`src/rtl/slave_port.sv`:
```
// Serial-to-parallel slave-side bus port.
// Deserialises address/mode/write data from the bus, issues single-cycle memory
// write/read strobes, and serialises read data back onto srdata/svalid.
// Optional feature: define SLAVE_PORT_WRITE_ACK_EN to add a one-cycle write
// acknowledge (svalid=1, srdata=1) right after the memory write strobe.
module slave_port #(
  parameter int unsigned ADDR_WIDTH = 12,
  parameter int unsigned DATA_WIDTH = 8
) (
  input  logic                  clk,
  input  logic                  rstn,
  input  logic                  swdata,
  input  logic                  smode,
  input  logic                  mvalid,
  output logic                  srdata,
  output logic                  svalid,
  output logic                  sbusy,
  output logic [ADDR_WIDTH-1:0] mem_addr,
  output logic [DATA_WIDTH-1:0] mem_wdata,
  output logic                  mem_wen,
  output logic                  mem_ren,
  input  logic [DATA_WIDTH-1:0] mem_rdata
);

  localparam int unsigned MaxWidth = (ADDR_WIDTH > DATA_WIDTH) ? ADDR_WIDTH : DATA_WIDTH;
  localparam int unsigned CntWidth = $clog2(MaxWidth) + 1;
  localparam logic [CntWidth-1:0] CntOne   = CntWidth'(1);
  localparam logic [CntWidth-1:0] AddrLast = CntWidth'(ADDR_WIDTH - 1);
  localparam logic [CntWidth-1:0] DataLast = CntWidth'(DATA_WIDTH - 1);

  localparam logic [2:0] StIdle  = 3'd0;
  localparam logic [2:0] StAddr  = 3'd1;
  localparam logic [2:0] StWdata = 3'd2;
  localparam logic [2:0] StMemwr = 3'd3;
  localparam logic [2:0] StMemrd = 3'd4;
  localparam logic [2:0] StRwait = 3'd5;
  localparam logic [2:0] StRdata = 3'd6;
  localparam logic [2:0] StAck   = 3'd7;

  logic [2:0]            state_q, state_d;
  logic [CntWidth-1:0]   cnt_q, cnt_d;
  logic                  mode_q, mode_d;
  logic [ADDR_WIDTH-1:0] addr_sh_q, addr_sh_d;
  logic [DATA_WIDTH-1:0] data_sh_q, data_sh_d;
  logic [ADDR_WIDTH-1:0] mem_addr_q, mem_addr_d;
  logic [DATA_WIDTH-1:0] mem_wdata_q, mem_wdata_d;
  logic                  srdata_q, srdata_d;
  logic                  svalid_q, svalid_d;
  logic                  sbusy_q, sbusy_d;
  logic                  mem_wen_q, mem_wen_d;
  logic                  mem_ren_q, mem_ren_d;

  // Next-state logic: frame deserialisation, memory access sequencing, read serialisation.
  // Shift registers fill LSB first; mem_addr/mem_wdata only update when a frame
  // completes, so an aborted frame never disturbs the last latched values.
  always_comb begin
    state_d     = state_q;
    cnt_d       = cnt_q;
    mode_d      = mode_q;
    addr_sh_d   = addr_sh_q;
    data_sh_d   = data_sh_q;
    mem_addr_d  = mem_addr_q;
    mem_wdata_d = mem_wdata_q;
    case (state_q)
      StIdle: begin
        if (mvalid) begin
          mode_d    = smode;
          addr_sh_d = {swdata, addr_sh_q[ADDR_WIDTH-1:1]};
          cnt_d     = CntOne;
          state_d   = StAddr;
        end
      end
      StAddr: begin
        if (!mvalid) begin
          cnt_d   = '0;
          state_d = StIdle;
        end else begin
          addr_sh_d = {swdata, addr_sh_q[ADDR_WIDTH-1:1]};
          if (cnt_q == AddrLast) begin
            cnt_d = '0;
            if (mode_q) begin
              state_d = StWdata;
            end else begin
              mem_addr_d = addr_sh_d;
              state_d    = StMemrd;
            end
          end else begin
            cnt_d = cnt_q + CntOne;
          end
        end
      end
      StWdata: begin
        if (!mvalid) begin
          cnt_d   = '0;
          state_d = StIdle;
        end else begin
          data_sh_d = {swdata, data_sh_q[DATA_WIDTH-1:1]};
          if (cnt_q == DataLast) begin
            cnt_d       = '0;
            mem_addr_d  = addr_sh_q;
            mem_wdata_d = data_sh_d;
            state_d     = StMemwr;
          end else begin
            cnt_d = cnt_q + CntOne;
          end
        end
      end
`ifdef SLAVE_PORT_WRITE_ACK_EN
      StMemwr: state_d = StAck;
      StAck:   state_d = StIdle;
`else
      StMemwr: state_d = StIdle;
`endif
      StMemrd: state_d = StRwait;
      StRwait: begin
        data_sh_d = mem_rdata;
        cnt_d     = '0;
        state_d   = StRdata;
      end
      StRdata: begin
        data_sh_d = data_sh_q >> 1;
        if (cnt_q == DataLast) begin
          cnt_d   = '0;
          state_d = StIdle;
        end else begin
          cnt_d = cnt_q + CntOne;
        end
      end
      default: state_d = StIdle;
    endcase
  end

  // Outputs are registered from the next state so they line up with the state they describe.
  always_comb begin
    svalid_d  = (state_d == StRdata) || (state_d == StAck);
    srdata_d  = (state_d == StRdata) ? data_sh_d[0] : (state_d == StAck);
    sbusy_d   = (state_d != StIdle);
    mem_wen_d = (state_d == StMemwr);
    mem_ren_d = (state_d == StMemrd);
  end

  // State and output registers, cleared asynchronously.
  always_ff @(posedge clk or negedge rstn) begin
    if (!rstn) begin
      state_q     <= StIdle;
      cnt_q       <= '0;
      mode_q      <= 1'b0;
      addr_sh_q   <= '0;
      data_sh_q   <= '0;
      mem_addr_q  <= '0;
      mem_wdata_q <= '0;
      srdata_q    <= 1'b0;
      svalid_q    <= 1'b0;
      sbusy_q     <= 1'b0;
      mem_wen_q   <= 1'b0;
      mem_ren_q   <= 1'b0;
    end else begin
      state_q     <= state_d;
      cnt_q       <= cnt_d;
      mode_q      <= mode_d;
      addr_sh_q   <= addr_sh_d;
      data_sh_q   <= data_sh_d;
      mem_addr_q  <= mem_addr_d;
      mem_wdata_q <= mem_wdata_d;
      srdata_q    <= srdata_d;
      svalid_q    <= svalid_d;
      sbusy_q     <= sbusy_d;
      mem_wen_q   <= mem_wen_d;
      mem_ren_q   <= mem_ren_d;
    end
  end

  assign srdata    = srdata_q;
  assign svalid    = svalid_q;
  assign sbusy     = sbusy_q;
  assign mem_addr  = mem_addr_q;
  assign mem_wdata = mem_wdata_q;
  assign mem_wen   = mem_wen_q;
  assign mem_ren   = mem_ren_q;

endmodule

```
`config.mk`:
```
export PLATFORM = sky130hd
export DESIGN_NAME = slave_port
export DESIGN_NICKNAME = d
export VERILOG_FILES = /design/src/rtl/slave_port.sv
export SDC_FILE = /design/constraint.sdc
export NUM_CORES = 1
export LEC_CHECK = 0
export BUFFER_PORTS_ARGS = -buffer_cell sky130_fd_sc_hd__buf_2
export CORE_UTILIZATION = 49
export CTS_CLUSTER_SIZE = 10
export DETAILED_ROUTE_END_ITERATION = 8
export PLACE_DENSITY_LB_ADDON = 0.2
export RECOVER_POWER = 25
export SYNTH_ARGS = -nofsm -noshare
export SYNTH_HDL_FRONTEND = slang
export SYNTH_SLANG_ARGS = --single-unit
```
`constraint.sdc`:
```
create_clock -name clk -period 2.3 [get_ports clk]
set_clock_uncertainty 0.15 [all_clocks]
set_input_delay 0.115 -clock clk [delete_from_list [all_inputs] [get_ports clk]]
set_output_delay 0.115 -clock clk [all_outputs]
set_load 0.03 [all_outputs]
```
==> flow_metrics.tcl, run 1 <==
set metrics [dict create \
    outcome "finished, violations left" \
    violations "max-capacitance violations, max-slew violations" \
    cp-start-kind "register" \
    timing.slew.headroom_pct -1.34 \
    cts.htree.levels 2 \
    timing.hold.ws_ns 0.0170 \
    cts_root_buf "clkbuf_8" \
    diodes 0 \
    gp_congestion 0.811 \
    crit_chain "inv_1 > ha_1 > mux2i_1 > o22ai_2 > a2111oi_4 > and3b_1" \
    clock_path_buffers 2 \
    rows 26 \
    critPathMaxStageDelay_ns 0.52 \
    ff2ff_path_depth 6 \
    tightestPinTransition_ns 1.52 \
    fill_cells 422 \
    ant_nets 0 \
    clk_pin_slew_worst_paths_ns 0.09 \
    crit_path_end "mem_ren" \
    fp.dieW_um 75.8 \
    crit_cells 6 \
    grt_pass1_vias 1787 \
    crit_buf_inv 1 \
    ys_warn_count 0 \
    vias 1861 \
    setup_ws_ns 0.142 \
    overflow 0 \
    syn_area_per_cell_um2 12.3 \
    post-route-min-period_ns 2.16 \
    synth-edff-count 0 \
    dieArea_um2 5750 \
    crit_path_end_kind "register" \
    hold_path_class "primary input to register" \
    wire_per_inst_um 14.8 \
    drv_slew 26 \
    worstSetupPathType "register to register" \
    netlist_area_um2 2670 \
    viasPerCell 5.43 \
    hold_viol_final 0 \
    async_reset_ff_share_pct 100 \
    pre_cts_ws_ns 0.0841 \
    utilization_pct 61.4 \
    synth_nets 236 \
    min_path_cells 3 \
    reg2reg_to "mem_ren" \
    antenna_found_initial 0 \
    grt_pass1_wl_um 8450 \
    cp.arrival_ns 2.25 \
    ioPinCount 38 \
    cp.required_ns 2.39 \
    track_usage_pct 19.6 \
    rrSetupSlack_ns 0.14 \
    grt_max_degree 30 \
    area_growth_pct 18.9 \
    wirelength_um 5080 \
    synth-main-ff-cell "dfrtp_1" \
    drc_errors 0 \
    die_h_um 75.8 \
    setup_viol 0 \
    start_util_pct 51.6 \
    fin_crit_sh_pct 93.8 \
    synth_seq_cells 54 \
    coreArea_um2 5170 \
    cts_setup_buffers 0 \
    ir_drop_mv 0.683 \
    leakagePower_uw 0.00142 \
    crit_fanout 7 \
    portBuffers 37 \
    fin_setup_tns_ns 0 \
    nets 291 \
    max_freq_mhz 463 \
    dr.pass1.iters 4 \
    cts_tree "built" \
    cts-buffers-inserted 5 \
    worstSetupStartpoint "state_q[0]" \
    hpwl_um 3540 \
    maxCapViolCount 1 \
    syn_inst 217 \
    drt_iter0_drc 81 \
    power.density_nw_per_um2 965 \
    yosysSeqAreaShare_pct 50.6 \
    synth_cell_types 45 \
    drive_gt1_share_pct 35.9 \
    clk_latency_ns 0.30 \
    rsz0062_at_grt "no" \
    clock_sinks 54 \
    cp_top_family "compound AO/OA/AOI/OAI gates" \
    crit_slowest_cell "a2111oi_4" \
    power.total_uw 3070 \
    r2r-start "state_q[0]" \
]
[synth_stat cells (2+ instances only)]
cell type | count | area (µm²)
or3_1 | 2 | 12.5
a22oi_1 | 7 | 52.6
nand4b_1 | 3 | 26.3
a21oi_1 | 3 | 15.0
buf_4 | 5 | 37.5
ha_1 | 6 | 75.1
nand3_1 | 4 | 20.0
o21ai_1 | 2 | 10.0
a31oi_1 | 3 | 18.8
o22ai_1 | 3 | 18.8
mux2_2 | 42 | 473
dfrtp_1 | 54 | 1350
nand2_1 | 14 | 52.6
inv_1 | 8 | 30.0
a211oi_1 | 2 | 15.0
mux2_1 | 3 | 33.8
mux2i_1 | 3 | 30.0
nor2_1 | 6 | 22.5
nand4bb_1 | 2 | 22.5
or3b_1 | 2 | 17.5
o21ai_0 | 16 | 80.1
o21a_1 | 3 | 22.5
buf_2 | 2 | 10.0
[final cells by class]
class | instances | area, µm² | share of cell area, %
clock buffer | 5 | 68.8 | 2.17
clock inverter | 3 | 25.0 | 0.788
inverter | 8 | 30.0 | 0.945
multi-input combinational | 146 | 1230 | 38.6
sequential | 54 | 1350 | 42.5
tap | 70 | 87.6 | 2.76
timing repair buffer | 57 | 387 | 12.2
[how the worst min path moves through the flow]
stage	endpoint	from
floorplan	addr_sh_q[0]	rstn
global placement	cnt_q[3]	rstn
detailed placement	cnt_q[3]	rstn
CTS	data_sh_q[3]	mem_rdata[3]
global route	data_sh_q[3]	mem_rdata[3]
finish	data_sh_q[3]	mem_rdata[3]
[worst register-to-register path: cells and delay by family, from the launching register on]
family                   cells  cell delay [ns]
flip-flops                   1             0.46
adder cells (fa/ha/maj)      1             0.30
buffers and inverters        1             0.12
AO/OA/AOI/OAI                2             0.65
multiplexers                 1             0.20
AND/OR/NAND/NOR              1             0.22
[per-stage QoR]
| stage | instances | area (µm²) |
|---|---|---|
| 6_report | 343 | 3180 |
| 5_1_grt | 343 | 3180 |
| 3_5_place_dp | 325 | 2990 |
| 3_3_place_gp | 325 | 2990 |
| 4_1_cts | 343 | 3190 |
| 2_1_floorplan | 217 | 2670 |
[cells in the final DEF (no fill, tap or decap), drive strengths merged, types with 2 or more instances in the layout]
cell type and instances:
and4bb 2, ha 6, or3 2, inv 9, nand3 4, a211oi 3, a21oi 4, nor2b 2
nand4bb 2, a22oi 7, nand4b 3, a31oi 3, nand3b 2, mux2i 3, mux2 45, dlygate4sd3 10
nand2 14, dfrtp 54, or3b 2, o21ai 18, clkbuf 14, o22ai 4, o21a 3, buf 38
nor2 7
[flip-flops by register name, summed over array words and instances (netlist names)]
name       count
addr_sh_q     12
mem_wen        1
svalid         1
mode_q         1
mem_ren        1
state_q        3
data_sh_q      8
mem_addr      12
cnt_q          5
srdata         1
mem_wdata      8
sbusy          1
[power breakdown]
| part | switching [µW] | internal [µW] |
|---|---|---|
| Clock | 313 | 220 |
| Sequential | 180 | 1210 |
| Combinational | 620 | 526 |
| Total | 1110 | 1950 |
[cell families after synthesis]
group,count (synthesis),share of synthesized area (%)
flops,54,50.6
mux,48,20.1
simple gates,45,10.7
buf+inv,17,3.56
fa+ha+maj,6,2.81
compound gates,47,12.2
[repair_timing]
item / 4_1_cts / 5_1_grt
endpoints found under the setup margin: 0 / 15
gates resized for setup: 0 / 1
endpoints found under the hold margin: 35 / 0
hold buffers: 10 / 0
[metal layers]
layer / global-route usage (%) / part of all wire [%] / up-vias
met5: 0 / 0 / -
met4: 5.14 / 0.96 / 0
met3: 4.10 / 3.7 / 5
met2: 31.5 / 48 / 37
met1: 27.1 / 47 / 917
li1: - / - / 902
No activity file was read; power rests on OpenSTA's default activity.
==> run 2, diff against run 1 <==
--- a/config.mk
+++ b/config.mk
@@ -6,7 +6,10 @@
 export NUM_CORES = 1
 export LEC_CHECK = 0
 export BUFFER_PORTS_ARGS = -buffer_cell sky130_fd_sc_hd__buf_2
-export CORE_UTILIZATION = 49
+export CELL_PAD_IN_SITES_DETAIL_PLACEMENT = 2
+export CELL_PAD_IN_SITES_GLOBAL_PLACEMENT = 2
+export CORE_MARGIN = 5
+export CORE_UTILIZATION = 38
 export CTS_CLUSTER_SIZE = 10
 export DETAILED_ROUTE_END_ITERATION = 8
 export PLACE_DENSITY_LB_ADDON = 0.2
==> flow_metrics.tcl, run 2 (same netlist as run 1, synthesis figures left out) <==
set metrics [dict create \
    outcome "finished, final reports clean" \
    wire_per_inst_um 17.8 \
    timing.slew.headroom_pct 47.3 \
    rows 30 \
    crit_slowest_cell "dfrtp_1" \
    cp.arrival_ns 2.25 \
    ioPinCount 38 \
    cts-buffers-inserted 5 \
    ant_nets 0 \
    cts_setup_buffers 0 \
    fill_cells 732 \
    multi_input_area_um2 1240 \
    vias 1923 \
    overflow 0 \
    viasPerCell 5.23 \
    cts_root_buf "clkbuf_8" \
    cp-start-kind "register" \
    crit_chain "inv_1 > ha_1 > nor2b_2 > buf_12 > mux2_1 > mux2_1" \
    drive_gt1_share_pct 34.9 \
    drt_iter0_drc 69 \
    setup_viol 0 \
    antenna_found_initial 0 \
    diodes 0 \
    nets 290 \
    final_cell_mix "54 x dfrtp_1, 42 x mux2_2, 22 x buf_2, 16 x o21ai_0" \
    dr.pass1.iters 5 \
    clk_latency_ns 0.31 \
    critPathMaxStageDelay_ns 0.40 \
    cts_tree "built" \
    leakagePower_uw 0.00140 \
    fin_area_um2 3210 \
    dieArea_um2 8810 \
    pre_cts_ws_ns 0.149 \
    final_common_cell "dfrtp_1" \
    tightestPinTransition_ns 0.791 \
    clock_sinks 54 \
    ir_drop_mv 0.528 \
    power.density_nw_per_um2 1010 \
    cts.htree.levels 2 \
    wirelength_um 6540 \
    drc_errors 0 \
    gp_congestion 0.761 \
    max_freq_mhz 455 \
    clk_pin_slew_worst_paths_ns 0.11 \
    drv_slew 0 \
    fin_crit_sh_pct 95.6 \
    portBuffers 37 \
    setup_ws_ns 0.100 \
    post-route-min-period_ns 2.20 \
    crit_fanout 13 \
    hpwl_um 4640 \
    fp.dieW_um 93.8 \
    crit_top_cell "mux2_1" \
    crit_path_end_kind "register" \
    utilization_pct 47.0 \
    clock_path_buffers 2 \
    worstSetupPathType "register to register" \
    placed_area_um2 3020 \
    fin_setup_tns_ns 0 \
    hold_viol_final 0 \
    maxCapViolCount 0 \
    start_util_pct 39.1 \
    regArea_um2 1350 \
    area_growth_pct 20.2 \
    rsz0062_at_grt "no" \
    grt_pass1_vias 2259 \
    die_h_um 93.8 \
    hold_path_class "primary input to register" \
    coreArea_um2 6830 \
    grt_pass1_wl_um 11600 \
    cp.required_ns 2.35 \
    grt_max_degree 32 \
    track_usage_pct 16.5 \
]
-- run 2: cell count changes in the layout (fill, tap and decap cells not counted), sizes merged --
cell         before  now
clkbuf           14   20
clkinv            1    0
buf              38   33
dlygate4sd3      10    8
clkinvlp          1    2
inv               9    8
bufinv            0    1
-- run 2: layout make-up --
cell class	count	area share (%)
Clock buffer	5	2.14
Inverter	8	0.935
Clock inverter	3	1.40
Timing Repair Buffer	56	11.1
Multi-Input combinational cell	146	38.6
Sequential cell	54	42.1
Tap cell	96	3.74
-- run 2: per-stage QoR --
step / total power, µW / cells / hold slack [ns]
final: 3250 / 368 / 0.00723
after floorplan: 2230 / 217 / -0.331
after global placement: 2570 / 352 / 0.0626
after detailed placement: 2610 / 352 / 0.0717
after CTS: 3290 / 368 / 0.00931
after global routing: 3460 / 368 / 0.0218
-- run 2: power by group --
group | total (µW) | switching, µW | internal (µW)
combinational | 1190 | 660 | 529
clock | 669 | 344 | 325
sequential | 1390 | 186 | 1210
total | 3250 | 1190 | 2060
-- run 2: repair_timing --
item | in CTS | in global routing
hold endpoints to repair | 37 | 0
resized for setup | 0 | 3
hold buffers | 8 | 0
setup endpoints to repair | 0 | 4
-- run 2: final timing paths --
path	start	end	slack (ns)	depth (start not counted)
min in group asynchronous	rstn	svalid	0.28	2
max	state_q[0]	mem_addr[3]	0.10	6
min reg2reg	mem_addr[2]	mem_addr[2]	0.36	1
max reg2reg	state_q[0]	mem_addr[3]	0.10	6
min	mem_rdata[3]	data_sh_q[3]	0.007	3
max in group asynchronous	rstn	mem_wdata[4]	1.01	3
-- run 2: worst max-delay path: cells and delay by family, from the launching register on --
family / cells / cell delay [ns]
buf+inv: 2 / 0.26
mux: 2 / 0.60
fa+ha+maj: 1 / 0.39
simple gates: 1 / 0.27
flops: 1 / 0.40
-- run 2: per-layer routing --
metal	global-route usage (%)	up-vias	share of wire, %
li1	-	897	-
met1	22.8	991	48
met2	27.0	28	49
met3	2.80	7	2.1
met4	3.73	0	1.3
met5	0	-	0
